--- src/rtl/multicycle_controller_if.sv ---
// Control bus between the multicycle ARM datapath and its controller.
// The datapath side presents the IR fields and live ALU flags; the controller
// side drives every select/enable plus the debug flags and state.
interface multicycle_controller_if #(
  parameter int STATE_W = 4
);
  logic [3:0]         Cond;
  logic [1:0]         Op;
  logic [5:0]         Funct;
  logic [3:0]         Rd;
  logic [3:0]         ALUFlags;

  logic               PCWrite;
  logic               AdrSrc;
  logic               MemWrite;
  logic               IRWrite;
  logic               RegWrite;
  logic [1:0]         ResultSrc;
  logic               ALUSrcA;
  logic [1:0]         ALUSrcB;
  logic [1:0]         ALUControl;
  logic [1:0]         ImmSrc;
  logic [1:0]         RegSrc;
  logic [3:0]         Flags;
  logic [STATE_W-1:0] State;

  modport master (
    output Cond, Op, Funct, Rd, ALUFlags,
    input  PCWrite, AdrSrc, MemWrite, IRWrite, RegWrite, ResultSrc,
           ALUSrcA, ALUSrcB, ALUControl, ImmSrc, RegSrc, Flags, State
  );

  modport slave (
    input  Cond, Op, Funct, Rd, ALUFlags,
    output PCWrite, AdrSrc, MemWrite, IRWrite, RegWrite, ResultSrc,
           ALUSrcA, ALUSrcB, ALUControl, ImmSrc, RegSrc, Flags, State
  );
endinterface

--- src/rtl/multicycle_controller.sv ---
// Main FSM, NZCV flags and condition check for the multicycle ARM datapath.
//
// state    | meaning
// FETCH    | read instruction at PC, load IR, PC <= PC+4
// DECODE   | read registers, latch condition result, compute PC+8
// MEMADR   | ALU forms load/store address Rn +/- imm
// MEMREAD  | read data memory at ALUOut
// MEMWB    | write loaded data to Rd (or PC)
// MEMWRITE | write Rd to data memory at ALUOut
// EXECR    | data-processing with register operand
// EXECI    | data-processing with immediate operand
// ALUWB    | write ALU result to Rd (or PC)
// BRANCH   | PC <= PC+8 + offset
//
// Outputs are registered from the next state, so the condition used for
// write enables must be the value cond_q is about to take when leaving DECODE.
module multicycle_controller #(
  parameter int STATE_W = 4
) (
  input  logic                  CLK,
  input  logic                  RST,
  multicycle_controller_if.slave bus
);

  typedef enum logic [3:0] {
    S_FETCH    = 4'd0,
    S_DECODE   = 4'd1,
    S_MEMADR   = 4'd2,
    S_MEMREAD  = 4'd3,
    S_MEMWB    = 4'd4,
    S_MEMWRITE = 4'd5,
    S_EXECR    = 4'd6,
    S_EXECI    = 4'd7,
    S_ALUWB    = 4'd8,
    S_BRANCH   = 4'd9
  } state_t;

  state_t     r_state;
  state_t     w_next;
  logic       r_cond_q;
  logic [3:0] r_flags;
  logic       w_cond_ex;
  logic       w_cond_next;
  logic [1:0] w_dp_ctl;
  logic       w_no_write;

  logic       r_pcwrite, r_adrsrc, r_memwrite, r_irwrite, r_regwrite, r_alusrca;
  logic [1:0] r_resultsrc, r_alusrcb, r_alucontrol;

  // Condition check against the registered NZCV flags
  always_comb begin
    logic n, z, c, v;
    {n, z, c, v} = r_flags;
    w_cond_ex = 1'b0;
    case (bus.Cond)
      4'b0000: w_cond_ex = z;
      4'b0001: w_cond_ex = ~z;
      4'b0010: w_cond_ex = c;
      4'b0011: w_cond_ex = ~c;
      4'b0100: w_cond_ex = n;
      4'b0101: w_cond_ex = ~n;
      4'b0110: w_cond_ex = v;
      4'b0111: w_cond_ex = ~v;
      4'b1000: w_cond_ex = c & ~z;
      4'b1001: w_cond_ex = ~c | z;
      4'b1010: w_cond_ex = (n == v);
      4'b1011: w_cond_ex = (n != v);
      4'b1100: w_cond_ex = ~z & (n == v);
      4'b1101: w_cond_ex = z | (n != v);
      4'b1110: w_cond_ex = 1'b1;
      default: w_cond_ex = 1'b0;
    endcase
  end

  // Data-processing decode; unknown commands run as ADD but never write back
  always_comb begin
    w_dp_ctl   = 2'b00;
    w_no_write = 1'b0;
    case (bus.Funct[4:1])
      4'b0000: w_dp_ctl = 2'b10;
      4'b1100: w_dp_ctl = 2'b11;
      4'b0100: w_dp_ctl = 2'b00;
      4'b0010: w_dp_ctl = 2'b01;
      4'b1010: begin w_dp_ctl = 2'b01; w_no_write = 1'b1; end
      default: begin w_dp_ctl = 2'b00; w_no_write = 1'b1; end
    endcase
  end

  assign w_cond_next = (r_state == S_DECODE) ? w_cond_ex : r_cond_q;

  // Next-state selection
  always_comb begin
    w_next = S_FETCH;
    case (r_state)
      S_FETCH:  w_next = S_DECODE;
      S_DECODE: begin
        case (bus.Op)
          2'b00:   w_next = bus.Funct[5] ? S_EXECI : S_EXECR;
          2'b01:   w_next = S_MEMADR;
          2'b10:   w_next = S_BRANCH;
          default: w_next = S_FETCH;
        endcase
      end
      S_MEMADR:   w_next = bus.Funct[0] ? S_MEMREAD : S_MEMWRITE;
      S_MEMREAD:  w_next = S_MEMWB;
      S_EXECR,
      S_EXECI:    w_next = S_ALUWB;
      default:    w_next = S_FETCH;
    endcase
  end

  // State, condition latch, flags and registered Moore outputs
  always_ff @(posedge CLK or posedge RST) begin
    if (RST) begin
      r_state      <= S_FETCH;
      r_cond_q     <= 1'b0;
      r_flags      <= 4'b0000;
      r_pcwrite    <= 1'b1;
      r_adrsrc     <= 1'b0;
      r_memwrite   <= 1'b0;
      r_irwrite    <= 1'b1;
      r_regwrite   <= 1'b0;
      r_resultsrc  <= 2'b10;
      r_alusrca    <= 1'b1;
      r_alusrcb    <= 2'b10;
      r_alucontrol <= 2'b00;
    end else begin
      r_state <= w_next;
      if (r_state == S_DECODE) r_cond_q <= w_cond_ex;
      if ((r_state == S_EXECR || r_state == S_EXECI) && r_cond_q && bus.Funct[0]) begin
        r_flags[3:2] <= bus.ALUFlags[3:2];
        if (!w_dp_ctl[1]) r_flags[1:0] <= bus.ALUFlags[1:0];
      end

      r_pcwrite    <= 1'b0;
      r_adrsrc     <= 1'b0;
      r_memwrite   <= 1'b0;
      r_irwrite    <= 1'b0;
      r_regwrite   <= 1'b0;
      r_resultsrc  <= 2'b00;
      r_alusrca    <= 1'b0;
      r_alusrcb    <= 2'b00;
      r_alucontrol <= 2'b00;
      case (w_next)
        S_FETCH: begin
          r_irwrite   <= 1'b1;
          r_pcwrite   <= 1'b1;
          r_alusrca   <= 1'b1;
          r_alusrcb   <= 2'b10;
          r_resultsrc <= 2'b10;
        end
        S_DECODE: begin
          r_alusrca   <= 1'b1;
          r_alusrcb   <= 2'b10;
          r_resultsrc <= 2'b10;
        end
        S_MEMADR: begin
          r_alusrcb    <= 2'b01;
          r_alucontrol <= bus.Funct[3] ? 2'b00 : 2'b01;
        end
        S_MEMREAD:  r_adrsrc <= 1'b1;
        S_MEMWRITE: begin
          r_adrsrc   <= 1'b1;
          r_memwrite <= w_cond_next;
        end
        S_MEMWB: begin
          r_resultsrc <= 2'b01;
          if (bus.Rd == 4'd15) r_pcwrite  <= w_cond_next;
          else                 r_regwrite <= w_cond_next;
        end
        S_EXECR: r_alucontrol <= w_dp_ctl;
        S_EXECI: begin
          r_alusrcb    <= 2'b01;
          r_alucontrol <= w_dp_ctl;
        end
        S_ALUWB: begin
          if (bus.Rd == 4'd15) r_pcwrite  <= w_cond_next & ~w_no_write;
          else                 r_regwrite <= w_cond_next & ~w_no_write;
        end
        S_BRANCH: begin
          r_alusrcb   <= 2'b01;
          r_resultsrc <= 2'b10;
          r_pcwrite   <= w_cond_next;
        end
        default: ;
      endcase
    end
  end

  // Write enables are held off for as long as reset is asserted
  assign bus.PCWrite    = r_pcwrite  & ~RST;
  assign bus.IRWrite    = r_irwrite  & ~RST;
  assign bus.RegWrite   = r_regwrite & ~RST;
  assign bus.MemWrite   = r_memwrite & ~RST;
  assign bus.AdrSrc     = r_adrsrc;
  assign bus.ResultSrc  = r_resultsrc;
  assign bus.ALUSrcA    = r_alusrca;
  assign bus.ALUSrcB    = r_alusrcb;
  assign bus.ALUControl = r_alucontrol;
  assign bus.ImmSrc     = bus.Op;
  assign bus.RegSrc     = {(bus.Op == 2'b01) & ~bus.Funct[0], bus.Op == 2'b10};
  assign bus.Flags      = r_flags;
  assign bus.State      = STATE_W'(r_state);

endmodule

--- src/flat_wrapper.sv ---
// flat-port wrapper written by rule: the top's interface ports become plain ports
module multicycle_controller_flat 
#(
  parameter int STATE_W = 4
)
  (CLK, RST, bus_Cond, bus_Op, bus_Funct, bus_Rd, bus_ALUFlags, bus_PCWrite, bus_AdrSrc, bus_MemWrite, bus_IRWrite, bus_RegWrite, bus_ResultSrc, bus_ALUSrcA, bus_ALUSrcB, bus_ALUControl, bus_ImmSrc, bus_RegSrc, bus_Flags, bus_State);
  multicycle_controller_if #(.STATE_W(STATE_W)) bus_i ();
  input  logic CLK;
  input  logic RST;
  input wire logic [$bits(bus_i.Cond)-1:0] bus_Cond;
  input wire logic [$bits(bus_i.Op)-1:0] bus_Op;
  input wire logic [$bits(bus_i.Funct)-1:0] bus_Funct;
  input wire logic [$bits(bus_i.Rd)-1:0] bus_Rd;
  input wire logic [$bits(bus_i.ALUFlags)-1:0] bus_ALUFlags;
  output wire logic [$bits(bus_i.PCWrite)-1:0] bus_PCWrite;
  output wire logic [$bits(bus_i.AdrSrc)-1:0] bus_AdrSrc;
  output wire logic [$bits(bus_i.MemWrite)-1:0] bus_MemWrite;
  output wire logic [$bits(bus_i.IRWrite)-1:0] bus_IRWrite;
  output wire logic [$bits(bus_i.RegWrite)-1:0] bus_RegWrite;
  output wire logic [$bits(bus_i.ResultSrc)-1:0] bus_ResultSrc;
  output wire logic [$bits(bus_i.ALUSrcA)-1:0] bus_ALUSrcA;
  output wire logic [$bits(bus_i.ALUSrcB)-1:0] bus_ALUSrcB;
  output wire logic [$bits(bus_i.ALUControl)-1:0] bus_ALUControl;
  output wire logic [$bits(bus_i.ImmSrc)-1:0] bus_ImmSrc;
  output wire logic [$bits(bus_i.RegSrc)-1:0] bus_RegSrc;
  output wire logic [$bits(bus_i.Flags)-1:0] bus_Flags;
  output wire logic [$bits(bus_i.State)-1:0] bus_State;
  assign bus_i.Cond = bus_Cond;
  assign bus_i.Op = bus_Op;
  assign bus_i.Funct = bus_Funct;
  assign bus_i.Rd = bus_Rd;
  assign bus_i.ALUFlags = bus_ALUFlags;
  assign bus_PCWrite = bus_i.PCWrite;
  assign bus_AdrSrc = bus_i.AdrSrc;
  assign bus_MemWrite = bus_i.MemWrite;
  assign bus_IRWrite = bus_i.IRWrite;
  assign bus_RegWrite = bus_i.RegWrite;
  assign bus_ResultSrc = bus_i.ResultSrc;
  assign bus_ALUSrcA = bus_i.ALUSrcA;
  assign bus_ALUSrcB = bus_i.ALUSrcB;
  assign bus_ALUControl = bus_i.ALUControl;
  assign bus_ImmSrc = bus_i.ImmSrc;
  assign bus_RegSrc = bus_i.RegSrc;
  assign bus_Flags = bus_i.Flags;
  assign bus_State = bus_i.State;
  multicycle_controller #(.STATE_W(STATE_W)) u_core (.CLK(CLK), .RST(RST), .bus(bus_i));
endmodule
--- config.mk ---
export PLATFORM = sky130hd
export DESIGN_NAME = multicycle_controller_flat
export DESIGN_NICKNAME = d
export VERILOG_FILES = /design/src/rtl/multicycle_controller_if.sv /design/src/rtl/multicycle_controller.sv /design/src/flat_wrapper.sv
export SDC_FILE = /design/constraint.sdc
export NUM_CORES = 1
export LEC_CHECK = 0
export BUFFER_PORTS_ARGS = -buffer_cell sky130_fd_sc_hd__buf_2
export CAP_MARGIN = 0
export CORE_MARGIN = 8
export CORE_UTILIZATION = 43
export CTS_CLUSTER_DIAMETER = 80
export DETAILED_ROUTE_END_ITERATION = 7
export PLACE_DENSITY = 0.74
export RECOVER_POWER = 25
export SYNTH_ARGS = -nofsm -noshare
export SYNTH_HDL_FRONTEND = slang
export SYNTH_SLANG_ARGS = --single-unit
--- constraint.sdc ---
create_clock -name CLK -period 1.7 [get_ports CLK]
set_clock_uncertainty 0.2 [all_clocks]
set_input_delay 0.34 -clock CLK [delete_from_list [all_inputs] [get_ports CLK]]
set_output_delay 0.34 -clock CLK [all_outputs]
set_load 0.05 [all_outputs]
Word level (Yosys, flattened, before mapping)
Cells that the tools add are included.
{"block": "op_classes", "muxes": 21, "n_reduce_logical": 17, "eq_ne": 37, "n_bitwise": 17}
{"operator": "$eq A4 B4 Y1 const B", "count": 12}
{"operator": "$eq A4 B3 Y1 const B", "count": 11}
{"operator": "$eq A4 B2 Y1 const B", "count": 7}
{"operator": "$pmux W4 S5", "count": 1}
{"operator": "$logic_not A4 Y1", "count": 4}
{"operator": "$pmux W1 S15", "count": 1}
{"operator": "$eq A4 B1 Y1 const B", "count": 3}
{"operator": "$pmux W2 S2", "count": 3}
{"operator": "$pmux W4 S3", "count": 1}
{"operator": "$mux W1", "count": 11}
{"operator": "$reduce_or A2 Y1", "count": 5}
{"operator": "$and A1 B1 Y1", "count": 8}
{"operator": "$not A1 Y1", "count": 7}
{"operator": "$pmux W2 S3", "count": 1}
{"operator": "$reduce_or A3 Y1", "count": 2}
{"operator": "$pmux W1 S4", "count": 1}
{"operator": "$reduce_or A4 Y1", "count": 1}
{"operator": "$mux W3", "count": 1}
{"operator": "$eq A2 B1 Y1 const B", "count": 1}
{"operator": "$eq A2 B2 Y1 const B", "count": 1}
{"operator": "$logic_and A1 B1 Y1", "count": 2}
{"operator": "$logic_not A2 Y1", "count": 1}
{"operator": "$or A1 B1 Y1", "count": 2}
{"operator": "$pmux W1 S2", "count": 1}
{"operator": "4 further kinds", "count": 4}
{"block": "word_totals", "reg_bits": 21, "output_inout_bits": 24, "input_bits": 22}

Logic depth before layout (Yosys ltp)
Gate-level depths: netlist (run 1).
{"block": "logic_depth", "word_depth": 7, "depth_mapped": 7, "depth_no_buf": 5}

Least setup slack after synthesis (run 1)
No wires, ideal clock.
{"block": "synth_timing", "path_kind": "register -> register", "start": "register u_core.r_flags[3] (netlist: u_core.bus.Flags[3])", "end": "register u_core.r_pcwrite", "synth_period_minus_slack_ns": 2.231, "path_slack_ns": -0.531, "stages_incl_launch_ff": 7, "setup_time_ns": 0.081, "t_arrival_ns": 1.950, "path_cell_list": "dfrtp_1 > clkbuf_2 > xnor2_1 > mux2i_1 > or3_1 > a2111o_1 > o211ai_1"}
{"block": "synth_between", "elab_chain_cells": 7, "elab_cells_between_ends": 11, "cone_classes": "eq/ne: 2; mux: 5; bitwise: 4"}
{"item": "from (decl)", "line_no": "multicycle_controller.sv:41", "source": "logic [3:0] r_flags;"}
{"item": "from (signal assigned)", "line_no": "multicycle_controller.sv:131", "source": "r_flags[3:2] <= bus.ALUFlags[3:2];"}
{"item": "$ne A1 B1 Y1 / $eq A1 B1 Y1 (equally long branches)"}
{"item": "$or A1 B1 Y1 / $and A1 B1 Y1 (equally long branches)", "line_no": "multicycle_controller.sv:69, multicycle_controller.sv:68"}
{"item": "$pmux W1 S15 *", "line_no": "multicycle_controller.sv:55", "source": "case (bus.Cond)"}
{"item": "$mux W1 *", "line_no": "multicycle_controller.sv:89", "source": "assign w_cond_next = (r_state == S_DECODE) ? w_cond_ex : r_cond_q;"}
{"item": "$and A1 B1 Y1", "line_no": "multicycle_controller.sv:177", "source": "if (bus.Rd == 4'd15) r_pcwrite <= w_cond_next & ~w_no_write;"}
{"item": "$mux W1", "line_no": "multicycle_controller.sv:177"}
{"item": "$pmux W1 S4 *", "line_no": "multicycle_controller.sv:144", "source": "case (w_next)"}
{"item": "to (signal assigned)", "line_no": "multicycle_controller.sv:168", "source": "if (bus.Rd == 4'd15) r_pcwrite <= w_cond_next;"}
{"item": "to (signal assigned)", "line_no": "multicycle_controller.sv:177"}
{"item": "to (signal assigned)", "line_no": "multicycle_controller.sv:183", "source": "r_pcwrite <= w_cond_next;"}
{"item": "to (decl)", "line_no": "multicycle_controller.sv:47", "source": "logic r_pcwrite, r_adrsrc, r_memwrite, r_irwrite, r_regwrite, r_alusrca;"}
Mark *: on every way between the ends. The rest lies on a longest branch, timed or not.
A chain may end at the register's enable or synchronous reset.

Worst setup path in the final report (run 1)
{"block": "layout_timing", "start": "register u_core.r_state[1] (netlist: u_core.bus.State[1])", "end": "register u_core.r_alusrcb[0] (netlist: u_core.bus.ALUSrcB[0])"}
{"block": "layout_between", "elab_chain_cells": 6, "elab_cells_between_ends": 16, "cone_classes": "eq/ne: 9; mux: 2; reduce/logical: 5"}
{"item": "from (decl)", "line_no": "multicycle_controller.sv:38", "source": "state_t r_state;"}
{"item": "from (signal assigned)", "line_no": "multicycle_controller.sv:128", "source": "r_state <= w_next;"}
{"item": "$eq A4 B3 Y1", "line_no": "multicycle_controller.sv:94", "source": "case (r_state)"}
{"item": "$reduce_or A2 Y1", "line_no": "multicycle_controller.sv:94"}
{"item": "$pmux W4 S5 *", "line_no": "multicycle_controller.sv:94"}
{"item": "named net u_core.w_next[2]", "line_no": "multicycle_controller.sv:39", "source": "state_t w_next;"}
{"item": "$eq A4 B4 Y1, or another cell as far along", "line_no": "multicycle_controller.sv:144"}
{"item": "$reduce_or A3 Y1 (no line) / $reduce_or A2 Y1 (equally long branches)"}
{"item": "$pmux W2 S2 *", "line_no": "multicycle_controller.sv:144"}
{"item": "to (signal assigned)", "line_no": "multicycle_controller.sv:142", "source": "r_alusrcb <= 2'b00;"}
{"item": "to (signal assigned)", "line_no": "multicycle_controller.sv:149", "source": "r_alusrcb <= 2'b10;"}
{"item": "to (signal assigned)", "line_no": "multicycle_controller.sv:154", "source": "r_alusrcb <= 2'b10;"}
{"item": "to (decl)", "line_no": "multicycle_controller.sv:48", "source": "logic [1:0] r_resultsrc, r_alusrcb, r_alucontrol;"}
Mark *: on every way through the listed nets, which the timed path passes. The rest lies on a longest branch.

==> summary.md, run 1 <==
| Metric | Value |
|---|---|
| Reg2reg path depth | `5` |
| Ant diodes | `0` |
| RSZ-0062 raised after global routing | `yes` |
| Predominant post-synthesis flop cell | `dfrtp_1` |
| Leakage | `0.8582 nW` |
| Drt first pass iters | `4` |
| Routed Antenna Nets | `0` |
| Setup CP Type | `reg -> reg` |
| Layout cells sized above 1 | `0.5561` |
| Critical Path Start Type | `flip-flop` |
| Register area | `539.3 um^2` |
| # setup viols final | `9` |
| Count of flip-flops with a built-in enable after synthesis | `0` |
| Synth Instances | `121` |
| Distinct cell type count after synthesis | `46` |
| Slew Limit Headroom | `0.6518` |
| TritonCTS buffer count | `3` |
| Initial antenna violation count | `0` |
| RD Place Congestion | `0.8454` |
| CTS H-tree depth | `1` |
| Worst hold margin | `0.04587 ns` |
| Die H | `68.77 um` |
| Drt initial violations | `96` |
| Power Dens Cells | `1697 nW/um^2` |
| CP arrival | `1.89 ns` |
| Placed insts | `211` |
| Worst Hold Path Cells | `2` |
| Post-synthesis average cell area | `9.896 um^2` |
| Core box area | `2710 um^2` |
| Hold Fails Final Rpt | `0` |
| Vias post-DR | `1,172` |
| Number of synthesized register bits | `21` |
| Pre-CTS setup slack | `-0.2460 ns` |
| Initial Util | `0.4418` |
| Die ar. | `4729 um^2` |
| Max-slew violations | `0` |
| WL final | `3418 um` |
| Worst-Margin Slew | `0.5224 ns` |
| Wire per inst | `15.68 um` |
| Fmax | `533.1 MHz` |
| Final cell count without fillers | `218` |
| Global-route wire length before repair | `5609 um` |
| Clock latency on the worst-skew pair | `0.31 ns` |
| Largest net degree at the start of global routing | `22` |
| Seq/Total Area, Yosys | `0.4441` |
| Clock Root Buffer | `clkbuf_4` |
| Tmin final | `1.876 ns` |
| Multi-input logic area | `693.2 um^2` |
| PnR worst setup slack | `-0.1758 ns` |
| # port buffers | `45` |
| FP Rows | `19` |
| Max-cap violation count | `0` |
| Status | `finished, violations left` |
| Failing checks | `negative setup slack` |
| Area Overhead vs Synth | `48.07%` |
| Die Wd | `68.77 um` |
| Critical path fanouts, max | `5` |
| Max VDD drop | `1186 uV` |
| IO Count | `46` |
| Vias in the first global route | `1,228` |
| Ys async rst share | `1.000` |
| CP Data Required Time | `1.71 ns` |
| DPL Wire Length | `2601 um` |
| Syn. warnings | `0` |
| Vias per Instance | `5.376` |
| Tot GR Track Use | `0.1525` |
| Worst hold-check path type | `in -> reg` |
| # clock sinks | `21` |
| Period utilisation layout | `1.103` |
| CTS tree | `built` |
| Crit end category | `flip-flop` |
| Mapped cell area | `1197 um^2` |
| DRC | `0` |
| Clock transition at path regs | `0.13 ns` |
| Longest Clk Path Bufs | `2` |
| # nets final | `210` |
| Filler instances | `229` |
| GRT overflow | `0` |
| Mapped Nets | `143` |
==> Yosys cell counts, types with 2 or more instances <==
library cell	n	area, um^2
nor2_1	10	37.54
nand2_1	6	22.52
nor3b_1	2	15.01
nand2b_1	2	12.51
dfrtp_1	16	400.4
o211ai_1	2	15.01
clkbuf_1	2	7.510
a21oi_1	6	30.03
inv_1	6	22.52
nor4bb_1	2	20.02
nor2b_1	5	31.28
mux2_2	5	56.30
xor2_1	2	17.52
or3_1	2	12.51
buf_4	2	15.01
a31oi_1	2	12.51
buf_2	3	15.01
o22ai_1	2	12.51
dfstp_2	5	131.4
nand4_1	2	12.51
mux2i_1	4	40.04
o21ai_0	4	20.02
nand3b_1	3	22.52
and2_1	2	12.51
nor3_1	3	15.01
==> final timing paths <==
kind                                         end  slack (ns)                 from
max                        u_core.bus.ALUSrcB[0]       -0.18  u_core.bus.State[1]
min reg2reg                  u_core.bus.Flags[1]        0.41  u_core.bus.Flags[1]
min in group asynchronous  u_core.bus.ALUSrcB[0]        0.63                  RST
min                          u_core.bus.Flags[3]        0.05      bus_ALUFlags[3]
max reg2reg                u_core.bus.ALUSrcB[0]       -0.18  u_core.bus.State[1]
max in group asynchronous    u_core.bus.State[1]        0.28                  RST
==> what timing repair did <==
item,in CTS,in global routing
buffers inserted,0,2
pin swaps,0,4
endpoints found under the setup margin,12,18
resized for setup,16,16
hold buffers,1,0
endpoints found under the hold margin,16,0
==> cell usage in the layout, fill, tap and decap left out, types with 3 or more instances in the layout <==
cell,count
a21oi_1,6
buf_2,37
buf_4,21
buf_6,5
clkbuf_4,5
dfrtp_1,10
dfrtp_2,6
dfstp_2,5
inv_1,6
mux2_2,3
mux2i_1,4
nand2_1,6
nand3b_1,3
nor2_1,7
nor2_2,3
nor2b_4,3
o21ai_0,3
==> cell families (layout without fill, tap and decap cells) <==
| kind of cell | after synthesis | in the layout | synth area share |
|---|---|---|---|
| AO/OA/AOI/OAI | 27 | 27 | 0.1703 |
| XOR/XNOR | 3 | 3 | 0.02195 |
| buffers and inverters | 14 | 80 | 0.05433 |
| flip-flops | 21 | 21 | 0.4441 |
| multiplexers | 9 | 9 | 0.08046 |
| AND/OR/NAND/NOR | 47 | 47 | 0.2288 |
==> report_power, final <==
group	leakage, nW	switching, mW	internal (mW)	total, mW
logic	0.581	1.18	0.771	1.95
registers	0.259	0.0933	0.719	0.812
clock network	0.0177	0.161	0.0879	0.249
==> layer usage <==
metal  GRT usage  share of wire
met1      0.1823           0.40
met2      0.2706           0.53
met3     0.03231          0.055
met4     0.04010         0.0061
met5           0              0
==> registers in the layout (all words and copies together) (netlist names) <==
signal / flops
u_core.bus.Flags: 4
u_core.bus.State: 4
u_core.bus.ALUControl: 2
u_core.bus.ALUSrcB: 2
u_core.bus.ResultSrc: 2
u_core.bus.ALUSrcA: 1
u_core.bus.AdrSrc: 1
u_core.r_cond_q: 1
u_core.r_irwrite: 1
u_core.r_memwrite: 1
u_core.r_pcwrite: 1
u_core.r_regwrite: 1
==> stage by stage <==
stage                     power [mW]  utilization  cell area, um^2  setup TNS, ns
final                          3.008       0.6542             1773        -0.8551
after global routing           3.171       0.6542             1773         -1.255
after CTS                      2.872       0.6316             1712        -0.6610
after detailed placement       2.519       0.5974             1619         -1.428
after global placement         2.483       0.5974             1619         -1.022
after floorplan                2.012            -             1247         -2.626
==> final cells by class <==
| type | count | share of cell area |
|---|---|---|
| flip-flops and latches | 21 | 0.3042 |
| repair buffers | 70 | 0.2548 |
| clock buffers | 3 | 0.01270 |
| clock inverters | 1 | 0.002823 |
| multi-input cells | 86 | 0.3910 |
| well taps | 31 | 0.02188 |
| inverters | 6 | 0.01270 |
==> critical path, cell delays in order (launching register included) <==
cell and delay [ns]:
dfrtp_2 0.42, or4b_4 0.58, o32ai_4 0.30, a21oi_1 0.07, mux2i_1 0.13, o22ai_1 0.08
Power figures use the tool's default switching activity.
==> inputs of run 2 (changes only) <==
Settings changed: SKIP_CTS_REPAIR_TIMING set to 1.
Clock period 1.7 ns to 1.6 ns, I/O delays scaled along.
==> run 2 against run 1 <==
Effect of this change:
- non-clock buffer count rose by 4
- sequential cell count stayed put
- clock power decreased by 4%
- core utilization is 2.4 points higher
- register-to-register slack got worse by 0.09 ns
- the run still ends with negative setup slack left
- design area rose by 3.7%
- sequential share of layout area down 1.1 points
- worst hold slack improved by 0.017 ns
- sequential power grew 6.7%
- cell count increased by 1.8%
- critical path depth stayed put
- setup slack got worse by 0.090 ns
==> summary.md, run 2 (synthesis gave the netlist of run 1 again) <==
| Metric | Value |
|---|---|
| Status | `finished, violations left (unchanged)` |
| Failing checks | `negative setup slack (unchanged)` |
| CTS H-tree depth | `1 (unchanged)` |
| Die H | `68.77 um (unchanged)` |
| Area Overhead vs Synth | `53.50% (was 48.07%)` |
| Tot GR Track Use | `0.1429 (was 0.1525)` |
| Reg2reg path depth | `5 (unchanged)` |
| Max-cap violation count | `0 (unchanged)` |
| Die ar. | `4729 um^2 (unchanged)` |
| Ant diodes | `0 (unchanged)` |
| Layout cells sized above 1 | `0.5497 (was 0.5561)` |
| Routed Antenna Nets | `0 (unchanged)` |
| Worst hold-check path type | `in -> reg (unchanged)` |
| Critical path fanouts, max | `5 (unchanged)` |
| DRC | `0 (unchanged)` |
| Wire per inst | `14.53 um (was 15.68 um)` |
| Drt first pass iters | `4 (unchanged)` |
| Power Dens Cells | `1755 nW/um^2 (was 1697 nW/um^2)` |
| GRT overflow | `0 (unchanged)` |
| CTS tree | `built (unchanged)` |
| Launch point of the worst path | `u_core.bus.State[1] (unchanged)` |
| Die Wd | `68.77 um (unchanged)` |
| Largest net degree at the start of global routing | `22 (unchanged)` |
| R2r setup slk | `-0.27 ns (was -0.18 ns)` |
| Global-route wire length before repair | `5333 um (was 5609 um)` |
| Leakage | `0.8863 nW (was 0.8582 nW)` |
| Core box area | `2710 um^2 (unchanged)` |
| FP Rows | `19 (unchanged)` |
| Period utilisation layout | `1.166 (was 1.103)` |
| Critical Path Start Type | `flip-flop (unchanged)` |
| TritonCTS buffer count | `3 (unchanged)` |
| RSZ-0062 raised after global routing | `yes (unchanged)` |
| RR Endpoint | `u_core.bus.ALUSrcB[0] (unchanged)` |
| Pwr Total | `3.226 mW (was 3.008 mW)` |
| Initial antenna violation count | `0 (unchanged)` |
| Setup TNS | `-1.703 ns (was -0.8551 ns)` |
| RD Place Congestion | `0.8703 (was 0.8454)` |
| Setup CP Type | `reg -> reg (unchanged)` |
| DPL Wire Length | `2622 um (was 2601 um)` |
| IO Count | `46 (unchanged)` |
| Worst-Margin Slew | `0.5126 ns (was 0.5224 ns)` |
| Tmin final | `1.866 ns (was 1.876 ns)` |
| Clock transition at path regs | `0.10 ns (was 0.13 ns)` |
| Fin util | `0.6782 (was 0.6542)` |
| CP arrival | `1.84 ns (was 1.89 ns)` |
| PnR worst setup slack | `-0.2656 ns (was -0.1758 ns)` |
| # nets final | `214 (was 210)` |
| Commonest cells after routing, fill and taps aside | `buf_2 (29), buf_4 (27), buf_6 (12) (was buf_2 (37), buf_4 (21), dfrtp_1 (10))` |
| CP max stage delay | `0.58 ns (about the same)` |
| Placed cell area | `1664 um^2 (was 1619 um^2)` |
| WL final | `3226 um (was 3418 um)` |
| Hold Fails Final Rpt | `0 (unchanged)` |
| Fmax | `536.0 MHz (was 533.1 MHz)` |
| Pre-CTS setup slack | `-0.3344 ns (was -0.2460 ns)` |
| CP Data Required Time | `1.57 ns (was 1.71 ns)` |
| Vias in the first global route | `1,246 (was 1,228)` |
| Crit end category | `flip-flop (unchanged)` |
| Slowest cell on crit path | `or4b_4 (unchanged)` |
| Initial Util | `0.4418 (unchanged)` |
| Vias post-DR | `1,194 (was 1,172)` |
| Reg2reg start | `u_core.bus.State[1] (unchanged)` |
| Slew Limit Headroom | `0.6583 (was 0.6518)` |
| # port buffers | `45 (unchanged)` |
| Worst setup endpoint | `u_core.bus.ALUSrcB[0] (unchanged)` |
| CP cell instances | `or4b_4, o32ai_4, a21oi_1, mux2i_1, o22ai_1 (unchanged)` |
| Max VDD drop | `1502 uV (was 1186 uV)` |
| Filler instances | `228 (was 229)` |
| Max-slew violations | `0 (unchanged)` |
| # setup viols final | `13 (was 9)` |
| # clock sinks | `21 (unchanged)` |
| Post-route design area | `1838 um^2 (was 1773 um^2)` |
| Vias per Instance | `5.378 (was 5.376)` |
| Clock latency on the worst-skew pair | `0.29 ns (was 0.31 ns)` |
| Drt initial violations | `51 (was 96)` |
| Clock Root Buffer | `clkbuf_4 (unchanged)` |
| Commonest non-fill, non-tap cell in the layout | `buf_2 (unchanged)` |
| Longest Clk Path Bufs | `2 (unchanged)` |
[run 2: changes by cell type in the layout (fill, tap and decap cells not counted), moves of 2 or more]
cell | previous run | this run
buf_6 | 5 | 12
nor2_2 | 3 | 1
buf_2 | 37 | 29
buf_4 | 21 | 27
nor2_1 | 7 | 9
[run 2: per-stage QoR]
| step | cells | hold slack (ns) |
|---|---|---|
| floorplan | 121 | 0.09240 |
| global placement | 217 | 0.2008 |
| detailed placement | 217 | 0.2158 |
| CTS | 221 | -0.1083 |
| global route | 222 | 0.04975 |
| finish | 222 | 0.06291 |
[run 2: metal layers]
metal  wire, um  track usage
met5          0            0
met4         10      0.02256
met3        147      0.02746
met2       1731       0.2660
met1       1336       0.1681
[run 2: critical path: cells and delay by family (launching register included)]
family	cells	cell delay, ns
AO/OA/AOI/OAI	3	0.43
flip-flops	1	0.41
AND/OR/NAND/NOR	1	0.58
multiplexers	1	0.13
[run 2: worst min-delay path by stage]
| stage | start | end | cells after the start |
|---|---|---|---|
| 5_1_grt | bus_ALUFlags[0] | u_core.bus.Flags[0] | 2 |
| 6_report | bus_ALUFlags[3] | u_core.bus.Flags[3] | 2 |
| 4_1_cts | RST | u_core.r_regwrite | 3 |
| 2_1_floorplan | RST | u_core.bus.ALUControl[0] | 1 |
| 3_5_place_dp | RST | u_core.r_regwrite | 3 |
| 3_3_place_gp | RST | u_core.r_regwrite | 3 |
[run 2: area by class of cell]
class	instances	area [um^2]	area share
Tap cell	31	38.79	0.02110
Multi-Input combinational cell	86	686.9	0.3737
Timing Repair Buffer	74	524.3	0.2852
Inverter	6	22.52	0.01225
Clock buffer	4	26.28	0.01430
Sequential cell	21	539.3	0.2934
[run 2: power breakdown]
part           total, mW  internal [mW]  switching [mW]
clock network      0.238         0.0967           0.141
registers          0.866          0.765           0.101
logic               2.12          0.900            1.22
total               3.23           1.76            1.46
